`config.mk`:
```
export PLATFORM = sky130hd
export DESIGN_NAME = mem_arbiter
export DESIGN_NICKNAME = d
export VERILOG_FILES = /design/src/rtl/core_pkg.sv /design/src/rtl/arb_timer.sv /design/src/rtl/mem_arbiter.sv
export SDC_FILE = /design/constraint.sdc
export NUM_CORES = 1
export LEC_CHECK = 0
export BUFFER_PORTS_ARGS = -buffer_cell sky130_fd_sc_hd__buf_2
export CORE_MARGIN = 2
export CORE_UTILIZATION = 49
export DETAILED_ROUTE_END_ITERATION = 16
export GPL_TIMING_DRIVEN = 0
export PLACE_DENSITY = 0.87
export RECOVER_POWER = 100
export SKIP_LAST_GASP = 1
export SLEW_MARGIN = 15
export SYNTH_ARGS = -nofsm -noshare
export SYNTH_HDL_FRONTEND = slang
export SYNTH_HIERARCHICAL = 1
export SYNTH_SLANG_ARGS = --single-unit
export TNS_END_PERCENT = 10
```
`constraint.sdc`:
```
create_clock -name clk -period 3.5 [get_ports clk]
set_input_delay 0.35 -clock clk [delete_from_list [all_inputs] [get_ports clk]]
set_output_delay 0.35 -clock clk [all_outputs]
set_load 0.01 [all_outputs]
```
`src/rtl/core_pkg.sv`:
```
// Shared types and defaults for the instruction/data memory arbiter.
// Latency: n/a (types, constants and a helper only).
// Backpressure: n/a.
package core_pkg;

  typedef enum logic [1:0] {
    IDLE    = 2'd0,
    GRANT_I = 2'd1,
    GRANT_D = 2'd2
  } arb_state_t;

  localparam int BE_W             = 4;
  localparam int TIMEOUT_DEF      = 16;
  localparam int STARVE_LIMIT_DEF = 4;

  // Increment that sticks at lim instead of wrapping.
  function automatic logic [3:0] sat_inc(input logic [3:0] v, input logic [3:0] lim);
    return (v >= lim) ? lim : v + 4'd1;
  endfunction

endpackage

```
`src/rtl/arb_timer.sv`:
```
// Wait counter for an outstanding memory grant, flags the abort cycle.
// Latency: expired is combinational from the registered count.
// Backpressure: none; counts every grant cycle without m_ack.
// Ports: clk, rstd (sync, active-high), start (grant issued this cycle),
//        active (a grant is outstanding), m_ack, expired (abort now).
module arb_timer
  import core_pkg::*;
#(
  parameter int TIMEOUT = TIMEOUT_DEF
) (
  input  logic clk,
  input  logic rstd,
  input  logic start,
  input  logic active,
  input  logic m_ack,
  output logic expired
);

  logic [7:0] wait_cnt;

  always_ff @(posedge clk) begin
    if (rstd) begin
      wait_cnt <= '0;
    end else if (start) begin
      wait_cnt <= '0;
    end else if (active && !m_ack) begin
      wait_cnt <= wait_cnt + 8'd1;
    end
  end

  // m_ack in the last allowed cycle wins over the abort.
  assign expired = active && !m_ack && (wait_cnt == 8'(TIMEOUT - 1));

endmodule

```
`src/rtl/mem_arbiter.sv`:
```
// Arbitrates fetch and load/store requests onto one single-port memory.
// Latency: req in cycle 0, m_req in cycle 1, ack no earlier than cycle 2.
// Backpressure: requesters hold req until ack; stall holds the core meanwhile.
// Ports: clk, rstd; fetch side i_req/i_addr -> i_ack/i_rdata; data side
//        d_req/d_we/d_be/d_addr/d_wdata -> d_ack/d_rdata; x_err flags a
//        timed-out ack; m_* is the registered memory request, m_ack/m_rdata
//        its completion; stall is the combinational pc hold.
module mem_arbiter
  import core_pkg::*;
#(
  parameter int TIMEOUT      = TIMEOUT_DEF,
  parameter int STARVE_LIMIT = STARVE_LIMIT_DEF
) (
  input  logic            clk,
  input  logic            rstd,
  input  logic            i_req,
  input  logic [31:0]     i_addr,
  output logic            i_ack,
  output logic [31:0]     i_rdata,
  input  logic            d_req,
  input  logic            d_we,
  input  logic [BE_W-1:0] d_be,
  input  logic [31:0]     d_addr,
  input  logic [31:0]     d_wdata,
  output logic            d_ack,
  output logic [31:0]     d_rdata,
  output logic            x_err,
  output logic            m_req,
  output logic            m_we,
  output logic [BE_W-1:0] m_be,
  output logic [31:0]     m_addr,
  output logic [31:0]     m_wdata,
  input  logic            m_ack,
  input  logic [31:0]     m_rdata,
  output logic            stall
);

  localparam logic [3:0] LIMIT = 4'(STARVE_LIMIT);

  arb_state_t state;
  logic [3:0] streak;
  logic       i_elig, d_elig, grant_d, grant_i, expired;

  // A requester whose ack is out this cycle is still holding req; skip it.
  assign i_elig  = i_req && !i_ack;
  assign d_elig  = d_req && !d_ack;
  assign grant_d = (state == IDLE) && d_elig && !((streak == LIMIT) && i_elig);
  assign grant_i = (state == IDLE) && i_elig && !grant_d;
  assign stall   = (i_req || d_req) && !(i_ack || d_ack);

  arb_timer #(.TIMEOUT(TIMEOUT)) u_timer (
    .clk     (clk),
    .rstd    (rstd),
    .start   (grant_d || grant_i),
    .active  (state != IDLE),
    .m_ack   (m_ack),
    .expired (expired)
  );

  always_ff @(posedge clk) begin
    if (rstd) begin
      state   <= IDLE;
      streak  <= '0;
      m_req   <= 1'b0;
      m_we    <= 1'b0;
      m_be    <= '0;
      m_addr  <= '0;
      m_wdata <= '0;
      i_ack   <= 1'b0;
      d_ack   <= 1'b0;
      x_err   <= 1'b0;
      i_rdata <= '0;
      d_rdata <= '0;
    end else begin
      i_ack <= 1'b0;
      d_ack <= 1'b0;
      x_err <= 1'b0;
      unique case (state)
        IDLE: begin
          if (grant_d) begin
            state   <= GRANT_D;
            m_req   <= 1'b1;
            m_we    <= d_we;
            m_be    <= d_be;
            m_addr  <= d_addr;
            m_wdata <= d_wdata;
            // Only data grants that actually bypass a waiting fetch count.
            if (i_elig) streak <= sat_inc(streak, LIMIT);
          end else if (grant_i) begin
            state   <= GRANT_I;
            m_req   <= 1'b1;
            m_we    <= 1'b0;
            m_be    <= '0;
            m_addr  <= i_addr;
            m_wdata <= '0;
            streak  <= '0;
          end
        end
        GRANT_I: begin
          if (m_ack || expired) begin
            state   <= IDLE;
            m_req   <= 1'b0;
            i_ack   <= 1'b1;
            x_err   <= !m_ack;
            i_rdata <= m_ack ? m_rdata : 32'h0;
          end
        end
        GRANT_D: begin
          if (m_ack || expired) begin
            state <= IDLE;
            m_req <= 1'b0;
            d_ack <= 1'b1;
            x_err <= !m_ack;
            // Stores leave the last load data in place.
            if (!m_ack)     d_rdata <= 32'h0;
            else if (!m_we) d_rdata <= m_rdata;
          end
        end
        default: begin
          state <= IDLE;
          m_req <= 1'b0;
        end
      endcase
    end
  end

endmodule

```
* Yosys cells after proc, flatten, opt, wreduce, memory -nomap -nowiden
Index checks and enable logic that the tools add are counted.
Word-level totals: register bits 151
Operators by class: muxes and demuxes 23, eq/ne operators 8, reduce and logical (&&, ||, !) cells 33, $lt $le $gt $ge 1, $add $sub $neg 2, bitwise logic cells 4
Operators with widths (number):
- 2-to-1 mux 32 bit | 7
- 2-to-1 mux 4 bit | 5
- logical AND 1 bit | 10
- adder 8 x 1 -> 8 bit, second input constant | 1
- == test 8 x 4 -> 1 bit, second input constant | 1
- OR reduction 2 bit | 4
- zero test 1 bit | 6
- 2-to-1 mux 1 bit | 6
- 2-to-1 mux 2 bit | 3
- AND reduction 2 bit | 3
- AND reduction 3 bit | 2
- adder 4 x 1 -> 4 bit, second input constant | 1
- == test 4 x 3 -> 1 bit, second input constant | 1
- >= comparator 4 x 3 -> 1 bit, second input constant | 1
- logical OR 1 bit | 4
- != test 2 bit, second input constant | 2
- NOT 1 bit | 4
- case mux 2 bit (2 select lines) | 1
- nonzero test 2 bit | 2
- != test 3 bit, second input constant | 1
- OR reduction 3 bit | 1
- == test 2 x 1 -> 1 bit, second input constant | 1
- == test 2 bit, second input constant | 1
- zero test 2 bit | 1
- 2 further kinds | 2

* Longest topological paths before layout
depth after elaboration 10, mapped depth 10

* Hierarchy
Netlist, hierarchy kept.
Modules (own cells, without submodules):
- mem_arbiter | sequential area each 2862.7 um2, cells each 536, area each 5109.9 um2, instances 1
- arb_timer | sequential area each 160.2 um2, cells each 44, area each 382.9 um2, instances 1

* Worst setup path after synthesis
Ideal clock, no wire load.
path kind register to register, start register state[1], end register d_rdata[11], cell stages (with the launch flop) 11, data required time 3.372 ns, slack 1.518 ns, arrival 1.855 ns, setup time 0.128 ns, cell sequence dfxtp_1 -> inv_1 -> ha_1 -> inv_1 -> nand2b_1 -> nor3_1 -> nor2b_1 -> o21ai_1 -> buf_2 -> a22oi_1 -> nor2_1
Between the ends: longest elaborated chain between the ends 5, elaborated cells between the ends (all ways) 6
RTL lines:
- from (decl) | RTL line mem_arbiter.sv:40 | arb_state_t state;
- from (signal assigned) | RTL line mem_arbiter.sv:62 | state <= IDLE;
- from (signal assigned) | RTL line mem_arbiter.sv:81 | state <= GRANT_D;
- from (signal assigned) | RTL line mem_arbiter.sv:90 | state <= GRANT_I;
- nonzero test 2 bit | RTL line mem_arbiter.sv:55 | .active (state != IDLE),
- logical AND 1 bit (2 in series) | RTL line arb_timer.sv:32 | assign expired = active && !m_ack && (wait_cnt == 8'(TIMEOUT - 1));
- named net expired | RTL line mem_arbiter.sv:42 | logic i_elig, d_elig, grant_d, grant_i, expired;
- logical OR 1 bit | RTL line mem_arbiter.sv:109 | if (m_ack || expired) begin
- AND reduction 3 bit (no source line)
- to (signal assigned) | RTL line mem_arbiter.sv:116 | else if (!m_we) d_rdata <= m_rdata;
- to (decl) | RTL line mem_arbiter.sv:26 | output logic [31:0] d_rdata,
The timed path passes the listed nets, and every way through them passes these cells. A chain may end at the register's enable or synchronous reset.

* Worst setup path after layout
start register state[1], end register d_rdata[23]
Same word-level chain as after synthesis.

==> metrics.md <==
| Metric | Value |
|---|---|
| Final cycle utilization of the critical path | 78.11% |
| Max Slew Vio Count | 0 |
| Crit. End Element | flop |
| Drt drc | 0 |
| Share of layout cells above drive strength 1 | 20.41% |
| Hold buffers post-CTS | 0 |
| H-tree levels | 4 |
| Non-Filler Instances | 1027 |
| Worst Tran Pin Value | 0.8975 ns |
| Clock buffer depth | 2 |
| Synth-to-layout area growth | 35.60% |
| Post-Syn Area | 5493 µm² |
| CP Launch Type | flop |
| Clk_skew | 0.008398 ns |
| Hold depth | 2 |
| DRT Wirelength | 17.17 mm |
| Fill count | 929 |
| Setup TNS | 0 ns |
| Fin util | 68.41% |
| CP Buf/Inv Count | 3 |
| Net count reported at finish | 1018 |
| Hold Slack | 0.03092 ns |
| Tmin final | 2.734 ns |
| Seq/Total Area, Yosys | 55.03% |
| Int Pwr | 3.547 mW |
| Combined area of the multi-input logic cells | 2212 µm² |
| Die width | 109.9 µm |
| # IOs | 276 |
| Worst path slowest cell | o21ai_0 |
| Gate power share | 21.7% |
| Status | finished, final reports clean |
| Maxcap violations | 0 |
| Sw Share | 29.74% |
| Final HPWL DP | 12.82 mm |
| Global-route wire length before repair | 25.78 mm |
| Worst vdd ir | 0.0004080 V |
| Top delay family on crit path | compound AO/OA/AOI/OAI gates |
| Max incr delay on CP | 0.70 ns |
| Placed cell count | 995 |
| RSZ-0062 raised after global routing | false |
| # rows | 38 |
| Clock Sinks | 151 |
| Gr ovfl total | 0 |
| Crit-path cells | inv_1 -> ha_1 -> inv_1 -> nand2b_1 -> nor3_1 -> nor2b_1 -> o21ai_0 -> clkbuf_1 -> a22oi_1 -> nor2_1 |
| Hold Path End | m_wdata[14]$_SDFFE_PP0P_ |
| #FFs+latches synth | 151 |
| Relative slew slack | 39.53% |
| R2R depth | 10 |
| Initial Util | 50.45% |
| Hold wc startpoint | d_wdata[14] |
| Final hold vios | 0 |
| Port bufs | 275 |
| CTS tree | yes |
| Critical path required time | 3.96 ns |
| Syn. warnings | 6 |
| Final setup violation count | 0 |
| 1st-iter DRT viols | 341 |
| Clock buffer count from CTS | 17 |
| R2r startpoint | state[1]$_SDFFE_PP0P_ |
| Most used cell, CP | inv_1 |
| Post-CTS setup buffer count | 0 |
| Drt pass-1 iters | 5 |
| Largest net degree at the start of global routing | 17 |
| Initial antenna violation count | 0 |
| Worst setup startpoint | state[1]$_SDFFE_PP0P_ |
| Reg2reg end | d_rdata[23]$_SDFFE_PP0P_ |
| Final ANT Viol Nets | 0 |
| Netlist cell types | 38 |
| Core area | 10890 µm² |
| Hold Crit Class | in2reg |
| Sequential group share of total power | 40.9% |
| Sw power | 1.502 mW |
| Via count | 5588 |
| Critical path class | reg2reg |
| Worst-Skew Late Latency | 0.53 ns |
| Gpl congestion | 0.8102 |
| PwrDens | 677.8 nW/µm² |
| Antenna Cells | 0 |
| Syn nets | 724 |
| Max Freq | 365.8 MHz |
| Die area | 12070 µm² |
| Number of global-route vias before repair | 5292 |
| Sequential cell area | 3023 µm² |
| Post-synthesis average cell area | 9.470 µm² |
| Die Ht | 109.9 µm |
| Post-Syn Instances | 580 |
| Reg clk slew, reported paths | 0.06 ns |
| Post_cts resized | 0 |
| Routed wire length per instance | 16.71 µm |
| Clock Power Share | 37.5% |
| Critical Path AT | 3.19 ns |
| Total Routing Usage GR | 28.00% |
| Clock root buffer | clkbuf_8 |
| Critical Path Fanout Max | 10 |
| Vias/cell | 5.441 |
| Static leakage | 3.040 nW |
| R2r setup slk | 0.77 ns |
## sequential cells by signal, summed over array words and instances (netlist names)
| register | cells |
|---|---|
| d_rdata | 32 |
| i_rdata | 32 |
| m_addr | 32 |
| m_wdata | 32 |
| u_timer/wait_cnt | 8 |
| m_be | 4 |
| streak | 4 |
| state | 2 |
| d_ack | 1 |
| i_ack | 1 |
| m_req | 1 |
| m_we | 1 |
| x_err | 1 |
## layer usage
layer	GRT usage (%)	vias up	part of all wire (%)
li1	-	2673	-
met1	30.84	2625	40
met2	48.29	262	49
met3	10.25	28	9.0
met4	11.93	0	2.0
met5	0	-	0
## layout make-up
type | instances | area share, %
buffer | 47 | 2.604
tap | 140 | 2.352
inverter | 7 | 0.3528
clock buffer | 24 | 6.316
clock inverter | 8 | 1.932
sequential | 151 | 40.58
multi-input combinational | 375 | 29.70
timing repair buffer | 275 | 16.16
## per-stage QoR
| step | total power, mW | instance area (µm²) | setup slack [ns] |
|---|---|---|---|
| 6_report | 5.048 | 7448 | 0.7661 |
| 3_5_place_dp | 3.249 | 7044 | 1.056 |
| 3_3_place_gp | 3.222 | 7044 | 1.138 |
| 2_1_floorplan | 2.765 | 5493 | 1.518 |
| 5_1_grt | 5.294 | 7448 | 0.4379 |
| 4_1_cts | 5.141 | 7659 | 1.036 |
## worst max path at each step
| stage | endpoint | slack [ns] | cells past startpoint |
|---|---|---|---|
| 2_1_floorplan | d_rdata[11]$_SDFFE_PP0P_ | 1.52 | 10 |
| 3_3_place_gp | d_rdata[27]$_SDFFE_PP0P_ | 1.14 | 10 |
| 3_5_place_dp | d_rdata[15]$_SDFFE_PP0P_ | 1.06 | 10 |
| 4_1_cts | d_rdata[26]$_SDFFE_PP0P_ | 1.04 | 10 |
| 5_1_grt | d_rdata[23]$_SDFFE_PP0P_ | 0.44 | 10 |
| 6_report | d_rdata[23]$_SDFFE_PP0P_ | 0.77 | 10 |
## power groups by stage
stage / combinational [mW] / clock, mW / sequential [mW]
floorplan: 0.588 / 0 / 2.18
global placement: 1.14 / 0 / 2.08
detailed placement: 1.16 / 0 / 2.09
CTS: 1.17 / 1.92 / 2.05
global route: 1.22 / 1.99 / 2.09
finish: 1.09 / 1.89 / 2.06
## cell usage after synthesis, drive strengths merged
cell      n  area, µm²
a21o      1      7.510
a21oi    12      63.81
a221oi    1      8.760
a22o     37      324.1
a22oi    64      480.5
a311oi   33      289.0
and2      2      12.51
and2b     1      8.760
and3b     2      17.52
buf      27      132.6
clkbuf   20      75.07
dfxtp   151       3023
ha        6      75.07
inv       7      26.28
nand2    69      259.0
nand2b    3      21.27
nand3     3      15.01
nand3b    4      30.03
nand4     2      12.51
nand4b    1      15.01
nor2    107      411.7
nor2b     2      12.51
nor3      4      20.02
nor3b     3      22.52
o21ai     6      30.02
o21bai    1      18.77
o31ai     2      15.01
or2       1      6.260
or3       3      18.77
or4       3      22.52
xnor2     2      17.52
## placed cells by master (no fill, tap or decap), types with 6 or more instances in the layout
master / n
a21oi_1: 12
a22o_1: 37
a22oi_1: 64
a311oi_1: 33
buf_2: 148
clkbuf_1: 173
clkbuf_16: 16
dfxtp_1: 151
ha_1: 6
inv_1: 7
nand2_1: 69
nor2_1: 106
o21ai_0: 6
## cells by family (layout without fill, tap and decap cells)
kind of cell,after synthesis,after routing,share of synthesized area [%]
AOI/OAI and AO/OA,157,157,22.53
xor gates and xnor gates,2,2,0.3190
adders and majority gates,6,6,1.367
buffers and inverters,54,361,4.260
DFF,151,151,55.03
and+or+nand+nor,210,210,16.49
Note: power is estimated with default switching activity, not from simulation.
